## config.mk

```make
export PLATFORM = sky130hd
export DESIGN_NAME = write_full_block_flat
export DESIGN_NICKNAME = d
export VERILOG_FILES = /design/src/rtl/write_full_block_pkg.sv /design/src/rtl/write_full_block_if.sv /design/src/rtl/write_full_block_sync.sv /design/src/rtl/write_full_block.sv /design/src/flat_wrapper.sv
export SDC_FILE = /design/constraint.sdc
export NUM_CORES = 1
export LEC_CHECK = 0
export CAP_MARGIN = 5
export CORE_MARGIN = 3
export CORE_UTILIZATION = 45
export DETAILED_ROUTE_END_ITERATION = 7
export PLACE_DENSITY = 0.76
export SYNTH_ARGS = -nofsm -noshare
export SYNTH_HDL_FRONTEND = slang
export SYNTH_SLANG_ARGS = --single-unit
```

## constraint.sdc

```tcl
create_clock -name write_clock_i -period 2.2 [get_ports write_clock_i]
set_input_delay 0.22 -clock write_clock_i [delete_from_list [all_inputs] [get_ports write_clock_i]]
set_output_delay 0.22 -clock write_clock_i [all_outputs]
set_load 0.005 [all_outputs]
```

## src/rtl/write_full_block_pkg.sv

```systemverilog
// Shared definitions for the write-side FIFO pointer block: default
// address width and Gray-code helpers.
package write_full_block_pkg;

    localparam int ADDR_SIZE_DEFAULT = 3;

    // Operates on zero-extended pointers; callers keep only their low bits.
    function automatic logic [31:0] bin2gray(input logic [31:0] b);
        return (b >> 1) ^ b;
    endfunction

    function automatic logic [31:0] gray2bin(input logic [31:0] g);
        logic [31:0] b;
        b[31] = g[31];
        for (int i = 30; i >= 0; i--) begin
            b[i] = b[i+1] ^ g[i];
        end
        return b;
    endfunction

endpackage

```

## src/rtl/write_full_block_if.sv

```systemverilog
// Write-side FIFO control bus: request, foreign read pointer and status outputs.
interface write_full_block_if
    import write_full_block_pkg::*;
#(
    parameter int addr_size = ADDR_SIZE_DEFAULT
);

    logic                 write_inc_i;
    logic [addr_size:0]   read_to_write_pointer_i;
    logic                 write_overflow_clear_i;
    logic [addr_size-1:0] write_address_o;
    logic [addr_size:0]   write_pointer_o;
    logic                 write_full_o;
    logic                 write_almost_full_o;
    logic [addr_size:0]   write_level_o;
    logic                 write_overflow_o;

    modport master (
        output write_inc_i,
        output read_to_write_pointer_i,
        output write_overflow_clear_i,
        input  write_address_o,
        input  write_pointer_o,
        input  write_full_o,
        input  write_almost_full_o,
        input  write_level_o,
        input  write_overflow_o
    );

    modport slave (
        input  write_inc_i,
        input  read_to_write_pointer_i,
        input  write_overflow_clear_i,
        output write_address_o,
        output write_pointer_o,
        output write_full_o,
        output write_almost_full_o,
        output write_level_o,
        output write_overflow_o
    );

endinterface

```

## src/rtl/write_full_block_sync.sv

```systemverilog
// Two-flop synchronizer carrying the Gray read pointer into the write clock domain.
module pointer_sync_2ff #(
    parameter int WIDTH = 4
) (
    input  logic             clk,
    input  logic             rst,
    input  logic [WIDTH-1:0] din,
    output logic [WIDTH-1:0] dout
);

    logic [WIDTH-1:0] sync_p0;
    logic [WIDTH-1:0] sync_p1;

    always_ff @(posedge clk or posedge rst) begin
        if (rst) begin
            sync_p0 <= '0;
            sync_p1 <= '0;
        end else begin
            sync_p0 <= din;
            sync_p1 <= sync_p0;
        end
    end

    assign dout = sync_p1;

endmodule

```

## src/rtl/write_full_block.sv

```systemverilog
// Write-domain half of an async FIFO: binary/Gray write pointer, full and
// almost-full flags, occupancy and sticky overflow, all against a synced read pointer.
module write_full_block
    import write_full_block_pkg::*;
#(
    parameter int addr_size = ADDR_SIZE_DEFAULT
) (
    input logic              write_clock_i,
    input logic              write_reset_i,
    write_full_block_if.slave bus
);

    localparam int PW = addr_size + 1;

    logic [PW-1:0] rptr_sync;
    logic [PW-1:0] bin_q;
    logic [PW-1:0] bin_next;
    logic [PW-1:0] bin_next_inc;
    logic [PW-1:0] gray_next;
    logic [PW-1:0] gray_next_inc;
    logic [PW-1:0] full_target;
    logic [PW-1:0] rbin;
    logic [31:0]   gray_next_w;
    logic [31:0]   gray_next_inc_w;
    logic [31:0]   rbin_w;
    logic          accept;

    logic [PW-1:0] wptr_q;
    logic          full_q;
    logic          afull_q;
    logic [PW-1:0] level_q;
    logic          ovf_q;

    pointer_sync_2ff #(.WIDTH(PW)) u_sync (
        .clk  (write_clock_i),
        .rst  (write_reset_i),
        .din  (bus.read_to_write_pointer_i),
        .dout (rptr_sync)
    );

    assign accept       = bus.write_inc_i & ~full_q;
    assign bin_next     = bin_q + PW'(accept);
    assign bin_next_inc = bin_next + PW'(1);

    assign gray_next_w     = bin2gray(32'(bin_next));
    assign gray_next_inc_w = bin2gray(32'(bin_next_inc));
    assign rbin_w          = gray2bin(32'(rptr_sync));
    assign gray_next       = gray_next_w[PW-1:0];
    assign gray_next_inc   = gray_next_inc_w[PW-1:0];
    assign rbin            = rbin_w[PW-1:0];

    // Full when the write pointer is exactly one lap ahead: top two Gray bits differ.
    assign full_target = rptr_sync ^ (PW'(3) << (addr_size - 1));

    logic unused_hi;
    assign unused_hi = ^{gray_next_w[31:PW], gray_next_inc_w[31:PW], rbin_w[31:PW]};

    always_ff @(posedge write_clock_i or posedge write_reset_i) begin
        if (write_reset_i) begin
            bin_q   <= '0;
            wptr_q  <= '0;
            full_q  <= 1'b0;
            afull_q <= 1'b0;
            level_q <= '0;
            ovf_q   <= 1'b0;
        end else begin
            bin_q   <= bin_next;
            wptr_q  <= gray_next;
            full_q  <= (gray_next == full_target);
            afull_q <= (gray_next_inc == full_target);
            level_q <= bin_next - rbin;
            ovf_q   <= (bus.write_inc_i & full_q) | (ovf_q & ~bus.write_overflow_clear_i);
        end
    end

    assign bus.write_address_o     = bin_q[addr_size-1:0];
    assign bus.write_pointer_o     = wptr_q;
    assign bus.write_full_o        = full_q;
    assign bus.write_almost_full_o = afull_q;
    assign bus.write_level_o       = level_q;
    assign bus.write_overflow_o    = ovf_q;

endmodule

```

## src/flat_wrapper.sv

```systemverilog
// flat-port wrapper written by rule: the top's interface ports become plain ports
module write_full_block_flat import write_full_block_pkg::*;
#(
    parameter int addr_size = ADDR_SIZE_DEFAULT
)
  (write_clock_i, write_reset_i, bus_write_inc_i, bus_read_to_write_pointer_i, bus_write_overflow_clear_i, bus_write_address_o, bus_write_pointer_o, bus_write_full_o, bus_write_almost_full_o, bus_write_level_o, bus_write_overflow_o);
  write_full_block_if #(.addr_size(addr_size)) bus_i ();
  input logic write_clock_i;
  input logic write_reset_i;
  input wire logic [$bits(bus_i.write_inc_i)-1:0] bus_write_inc_i;
  input wire logic [$bits(bus_i.read_to_write_pointer_i)-1:0] bus_read_to_write_pointer_i;
  input wire logic [$bits(bus_i.write_overflow_clear_i)-1:0] bus_write_overflow_clear_i;
  output wire logic [$bits(bus_i.write_address_o)-1:0] bus_write_address_o;
  output wire logic [$bits(bus_i.write_pointer_o)-1:0] bus_write_pointer_o;
  output wire logic [$bits(bus_i.write_full_o)-1:0] bus_write_full_o;
  output wire logic [$bits(bus_i.write_almost_full_o)-1:0] bus_write_almost_full_o;
  output wire logic [$bits(bus_i.write_level_o)-1:0] bus_write_level_o;
  output wire logic [$bits(bus_i.write_overflow_o)-1:0] bus_write_overflow_o;
  assign bus_i.write_inc_i = bus_write_inc_i;
  assign bus_i.read_to_write_pointer_i = bus_read_to_write_pointer_i;
  assign bus_i.write_overflow_clear_i = bus_write_overflow_clear_i;
  assign bus_write_address_o = bus_i.write_address_o;
  assign bus_write_pointer_o = bus_i.write_pointer_o;
  assign bus_write_full_o = bus_i.write_full_o;
  assign bus_write_almost_full_o = bus_i.write_almost_full_o;
  assign bus_write_level_o = bus_i.write_level_o;
  assign bus_write_overflow_o = bus_i.write_overflow_o;
  write_full_block #(.addr_size(addr_size)) u_core (.write_clock_i(write_clock_i), .write_reset_i(write_reset_i), .bus(bus_i));
endmodule
```

==> reports/results.md, run 1 <==
* pin count of the biggest net entering global routing: 23
* CTS root buffer: clkbuf_4
* cts repair resizes: 0
* final max-slew violation count: 0
* clock network fraction of total power: 8.8%
* post-synthesis async set-or-reset flop share: 100%
* portion of total power attributed to combinational logic: 60.9%
* result of the run: completed
* CTS Buffer Depth: 2
* total internal power: 1310 uW
* Die H: 51.5 um
* register share of total power: 30.3%
* clock tree from TritonCTS: done
* largest voltage drop on the vdd net: 0.889 mV
* Critical Path Most Common Cell: ha_1
* count of nets after finishing: 120
* Fillers: 147
* routed wire length: 1.43 mm
* placed wire-length estimate: 1.16 mm
* Clk pin slew, worst setup/hold paths: 0.11 ns
* worst hold path type: in2async
* Max-slew headroom: 75.1%
* share of final-layout standard cells stronger than drive strength 1: 14.7%
* sort of element at the end of the critical path: register
* clock period minus worst slack: 2.07 ns
* worst endpoint data arrival time: 2.29 ns
* Clock Sink Count: 22
* top cell type's share of synthesized area: 59.0%
* ranking of synthesized cells by instance count: dfrtp_1, xnor2_1, inv_1
* number of synthesized flops with an enable pin: 0
* dominant synthesized flop cell: dfrtp_1
* critical path buffer and inverter count: 1
* maximum level of the CTS H-tree: 1
* core outline area: 0.00184 mm2
* Placer Congestion: 0.770
* residual DRC count: 0
* later-pin clock latency in the skew report: 0.30 ns
* global-route wire length before repair: 2.66 mm
* category of cells accounting for the largest share of critical-path delay: adder cells
* leak pwr: 0.000578 uW
* Final Cycle Share: 94.0%
* vias: 576
* Crit Path Max Fanout: 3
* routed vias/inst: 4.54
* sw power: 664 uW
* Syn Nets: 86
* count of different cell masters after synthesis: 18
* core utilization of the finished layout: 69.2%
* port bufs: 21
* average wire per cell in the routed design: 11.2 um
* DP Cell Count: 124
* fraction of power spent switching nets: 33.7%
* cell area after technology mapping: 933 um2
* DR pass1 iterations: 4
* ANT nets after route: 0
* maximum clock skew at final layout: 0.00175 ns
* number of warning messages in the yosys log: 0
* Mapped Cells: 70
* number of antenna violations at the first check in global routing: 0
* chain of cells forming the critical path: clkdlybuf4s50_1 -> nor2b_1 -> ha_1 -> ha_1 -> ha_1 -> xnor2_1 -> or3_1 -> a211oi_2
* number of core rows: 15
* final std cells w/o fill: 127
* # Post-CTS Setup Buffers: 0
* Critical-path top delay cell: clkdlybuf4s50_1
* worst setup path category: in2reg
* highest attainable clock frequency: 484 MHz
* global-route total usage across every layer: 14.0%
* CTS buffer count: 3
* stage delay of the slowest cell on the critical path: 0.41 ns
* setup repair after global routing missed its margin: false
* Synth area leaders: dfrtp_1, xnor2_1, ha_1
* number of top-level pins: 22
* total count of hold-check failures in the final report: 0
* hold_buf cts: 0
* total power divided by cell area: 1550 mW/mm2
* top-count cell post-synth: dfrtp_1
* transition time of the tightest slew-check pin: 0.371 ns
* initial DRC count: 5
* initial cell density of the core: 50.7%
* Horiz. Die Dim: 51.5 um
* setup violators final: 0
* area of the die: 0.00266 mm2
* count of maximum capacitance violations: 0
* number of diodes: 0
* total grt overflow: 0
* total of flip-flops plus latches after synthesis: 22
* share of the yosys chip area belonging to registers: 59.0%
* synthesized area divided by synthesized cell count: 13.3 um2
* vias in the first global route: 655
* dominant cell type by area after synthesis: dfrtp_1
* layout overhead on the synthesized area: 36.3%
* required time at the worst-slack endpoint: 2.42 ns
* critical path launch point type: primary input
==> sequential cells by signal, indices dropped and copies added, names as in the netlist <==
signal,count
u_core.bus.write_full_o,1
u_core.bus.write_level_o,4
u_core.bus.write_almost_full_o,1
u_core.bus.write_overflow_o,1
u_core.u_sync.sync_p0,4
u_core.bus.write_pointer_o,3
u_core.bin_q,4
u_core.u_sync.dout,4
==> area by class of cell <==
type                       count  area (um2)  share of cell area [%]
multi-input combinational     40         368                    28.9
tap                           25        31.3                    2.46
inverter                       8        30.0                    2.36
timing repair buffer          29         270                    21.2
clock buffer                   3        22.5                    1.77
sequential                    22         551                    43.3
==> logic make-up (layout without fill, tap and decap cells) <==
logic type,count (synthesis),count (layout),share of synthesized area [%]
compound gates,5,5,4.02
xor+xnor,17,17,16.8
fa+ha+maj,8,8,11.5
buf+inv,8,40,3.22
flops,22,22,59.0
simple gates,10,10,5.50
==> path summary, 6_finish.rpt <==
path	startpoint	endpoint	slack (ns)	cells after the start
worst max-delay path	bus_write_inc_i	u_core.bus.write_almost_full_o	0.13	8
worst min-delay path	write_reset_i	u_core.u_sync.sync_p0[1]	0.23	3
worst max register to register	u_core.bus.write_full_o	u_core.bus.write_almost_full_o	0.15	7
worst min register to register	u_core.u_sync.sync_p0[1]	u_core.u_sync.dout[1]	0.36	0
max in group asynchronous	write_reset_i	u_core.bus.write_level_o[2]	1.76	3
min in group write_clock_i	bus_read_to_write_pointer_i[0]	u_core.u_sync.sync_p0[0]	0.35	1
==> power by group through the flow <==
stage                     Combinational, uW  Sequential, uW  Clock [uW]
after floorplan                         646             618           0
after global placement                 1160             604           0
after detailed placement               1190             607           0
after CTS                              1200             598         181
after global routing                   1350             611         203
final                                  1200             597         174
==> metrics by stage <==
stage | power, uW | setup TNS [ns] | hold slack (ns) | setup slack [ns] | instance area [um2]
CTS | 1980 | 0 | 0.236 | 0.0934 | 1260
global placement | 1770 | -0.296 | 0.332 | -0.136 | 1230
global route | 2170 | 0 | 0.246 | 0.0184 | 1270
detailed placement | 1800 | -0.426 | 0.337 | -0.178 | 1230
finish | 1970 | 0 | 0.232 | 0.133 | 1270
floorplan | 1260 | 0 | 0.209 | 0.196 | 933
==> worst reg2reg max path: stages (launching register included) <==
cell	delay, ns
dfrtp_1	0.41
nor2b_1	0.12
ha_1	0.17
ha_1	0.26
ha_1	0.36
xnor2_1	0.15
or3_1	0.33
a211oi_2	0.19
==> layout by cell type (no fill, tap or decap), drive strengths merged, types with 3 or more instances in the layout <==
cell type	synthesis	final
xor2	3	3
clkdlybuf4s50	0	21
inv	8	8
buf	0	8
nand2	3	3
ha	7	7
nand3	3	3
dfrtp	22	22
clkbuf	0	3
xnor2	14	14
==> metal layers <==
metal / vias to the layer above / wire [um] / global-route usage [%]
li1: 291 / - / -
met1: 266 / 611 / 16.1
met2: 15 / 706 / 24.4
met3: 4 / 69 / 2.58
met4: 0 / 38 / 7.86
met5: - / 0 / 0
Power figures use the tool's default switching activity.
==> run 2: changes to the inputs <==
--- a/config.mk
+++ b/config.mk
@@ -5,7 +5,7 @@
 export SDC_FILE = /design/constraint.sdc
 export NUM_CORES = 1
 export LEC_CHECK = 0
-export CAP_MARGIN = 5
+export CAP_MARGIN = 20
 export CORE_MARGIN = 3
 export CORE_UTILIZATION = 45
 export DETAILED_ROUTE_END_ITERATION = 7
==> results of run 2 <==
No change in the layout: final DEF, timing and power equal those of run 1.
==> run 3: changes to the inputs <==
--- a/config.mk
+++ b/config.mk
@@ -6,10 +6,11 @@
 export NUM_CORES = 1
 export LEC_CHECK = 0
 export CAP_MARGIN = 20
+export CORE_ASPECT_RATIO = 1.5
 export CORE_MARGIN = 3
 export CORE_UTILIZATION = 45
 export DETAILED_ROUTE_END_ITERATION = 7
-export PLACE_DENSITY = 0.76
+export PLACE_DENSITY = 0.73
 export SYNTH_ARGS = -nofsm -noshare
 export SYNTH_HDL_FRONTEND = slang
 export SYNTH_SLANG_ARGS = --single-unit
==> run 3 against run 2 <==
Maximum frequency shrank 2.0%. Clock power is 22% higher. Worst setup slack worse by 0.042 ns. Sequential share of layout area rose by 0.21 points. Critical endpoint unchanged.
==> reports/results.md, run 3 (synthesized netlist as in run 1, its figures left out) <==
* clock period minus worst slack: 2.11 ns
* global-route total usage across every layer: 13.0%
* core outline area: 0.00190 mm2
* Placer Congestion: 0.752
* Crit Path Max Fanout: 3
* logic depth of the worst register-to-register path: 7
* critical path buffer and inverter count: 1
* initial cell density of the core: 49.1%
* clock tree from TritonCTS: done
* number of top-level pins: 22
* required time at the worst-slack endpoint: 2.42 ns
* sort of element at the end of the critical path: register
* vias: 594
* pin count of the biggest net entering global routing: 23
* Clk pin slew, worst setup/hold paths: 0.11 ns
* # Post-CTS Setup Buffers: 0
* placed instance area: 0.00123 mm2
* Fillers: 159
* CTS Buffer Depth: 2
* highest attainable clock frequency: 474 MHz
* chain of cells forming the critical path: clkdlybuf4s50_1 -> nor2b_1 -> ha_1 -> ha_1 -> ha_1 -> xnor2_1 -> or3_1 -> a211oi_2
* later-pin clock latency in the skew report: 0.30 ns
* setup violators final: 0
* leak pwr: 0.000574 uW
* largest voltage drop on the vdd net: 0.884 mV
* routed wire length: 1.48 mm
* Critical Path Most Common Cell: ha_1
* maximum clock skew at final layout: 0.00123 ns
* reg-to-reg critical path endpoint: u_core.bus.write_almost_full_o
* total internal power: 1300 uW
* sw power: 672 uW
* worst setup path category: in2reg
* result of the run: completed
* number of antenna violations at the first check in global routing: 0
* layout overhead on the synthesized area: 35.7%
* Horiz. Die Dim: 43.2 um
* global-route wire length before repair: 2.50 mm
* total count of hold-check failures in the final report: 0
* critical path launch point type: primary input
* count of nets after finishing: 120
* register share of total power: 30.2%
* placed wire-length estimate: 1.20 mm
* DR pass1 iterations: 2
* flop2flop setup slack: 0.10 ns
* portion of total power attributed to combinational logic: 59.0%
* count of maximum capacitance violations: 0
* post-route setup TNS: 0 ns
* residual DRC count: 0
* final max-slew violation count: 0
* maximum level of the CTS H-tree: 1
* source of the worst register-to-register timing path: u_core.bus.write_full_o
* share of final-layout standard cells stronger than drive strength 1: 13.6%
* category of cells accounting for the largest share of critical-path delay: adder cells
* cts repair resizes: 0
* ANT nets after route: 0
* Final Cycle Share: 95.9%
* Critical-path top delay cell: clkdlybuf4s50_1
* worst endpoint data arrival time: 2.33 ns
* fraction of power spent switching nets: 34.0%
* Die H: 61.8 um
* number of core rows: 19
* transition time of the tightest slew-check pin: 0.347 ns
* hold_buf cts: 0
* commonest cells after routing, fill and taps aside: dfrtp_1, clkdlybuf4s50_1, xnor2_1
* setup repair after global routing missed its margin: true
* stage delay of the slowest cell on the critical path: 0.41 ns
* clock network fraction of total power: 10.8%
* CTS buffer count: 3
* commonest non-fill, non-tap cell in the layout: dfrtp_1
* area of the die: 0.00267 mm2
* CTS root buffer: clkbuf_4
* final instance area: 0.00127 mm2
* worst hold path type: in2async
* initial DRC count: 4
* average wire per cell in the routed design: 11.9 um
* routed vias/inst: 4.79
* vias in the first global route: 645
* total grt overflow: 0
* Max-slew headroom: 76.7%
* total power divided by cell area: 1560 mW/mm2
* port bufs: 21
* number of diodes: 0
* Clock Sink Count: 22
[run 3: cell type report]
class	count	area, um2	area share, %
tap	21	26.3	2.08
inverter	8	30.0	2.37
multi-input combinational	40	353	27.9
timing repair buffer	29	270	21.3
sequential	22	551	43.5
clock buffer	4	36.3	2.87
[run 3: metal layers]
layer  wire, um  part of all wire (%)  track usage (%)
met1        515                    35             11.5
met2        815                    55             24.3
met3         83                   5.6             2.59
met4         62                   4.2             12.1
met5          0                     0                0
[run 3: how the worst max path moves through the flow]
| stage | startpoint | endpoint | slack (ns) | cells after the start |
|---|---|---|---|---|
| floorplan | u_core.bus.write_full_o | u_core.bus.write_almost_full_o | 0.20 | 7 |
| global placement | bus_write_inc_i | u_core.bus.write_almost_full_o | -0.17 | 8 |
| detailed placement | bus_write_inc_i | u_core.bus.write_almost_full_o | -0.21 | 8 |
| CTS | u_core.bus.write_full_o | u_core.bus.write_almost_full_o | 0.08 | 7 |
| global route | u_core.bus.write_full_o | u_core.bus.write_almost_full_o | -0.05 | 7 |
| finish | bus_write_inc_i | u_core.bus.write_almost_full_o | 0.09 | 8 |
[run 3: metrics by stage]
step / power [uW] / setup WS, ns / hold slack (ns) / std cells / utilization (%)
6_report: 1970 / 0.0902 / 0.238 / 124 / 66.6
5_1_grt: 2150 / -0.0510 / 0.243 / 124 / 66.6
4_1_cts: 2000 / 0.0821 / 0.238 / 124 / 66.6
3_5_place_dp: 1780 / -0.211 / 0.340 / 120 / 64.7
3_3_place_gp: 1740 / -0.172 / 0.335 / 120 / 64.7
2_1_floorplan: 1260 / 0.196 / 0.209 / 70 / -
[run 3: worst min-delay path: cells and delay by family]
kind	cells	cell delay, ns
buf+inv	3	0.70
[run 3: power groups by stage]
stage | Clock, uW | Combinational [uW] | Sequential [uW]
floorplan | 0 | 646 | 618
global placement | 0 | 1130 | 603
detailed placement | 0 | 1170 | 606
CTS | 225 | 1180 | 597
global route | 237 | 1300 | 614
finish | 213 | 1160 | 596
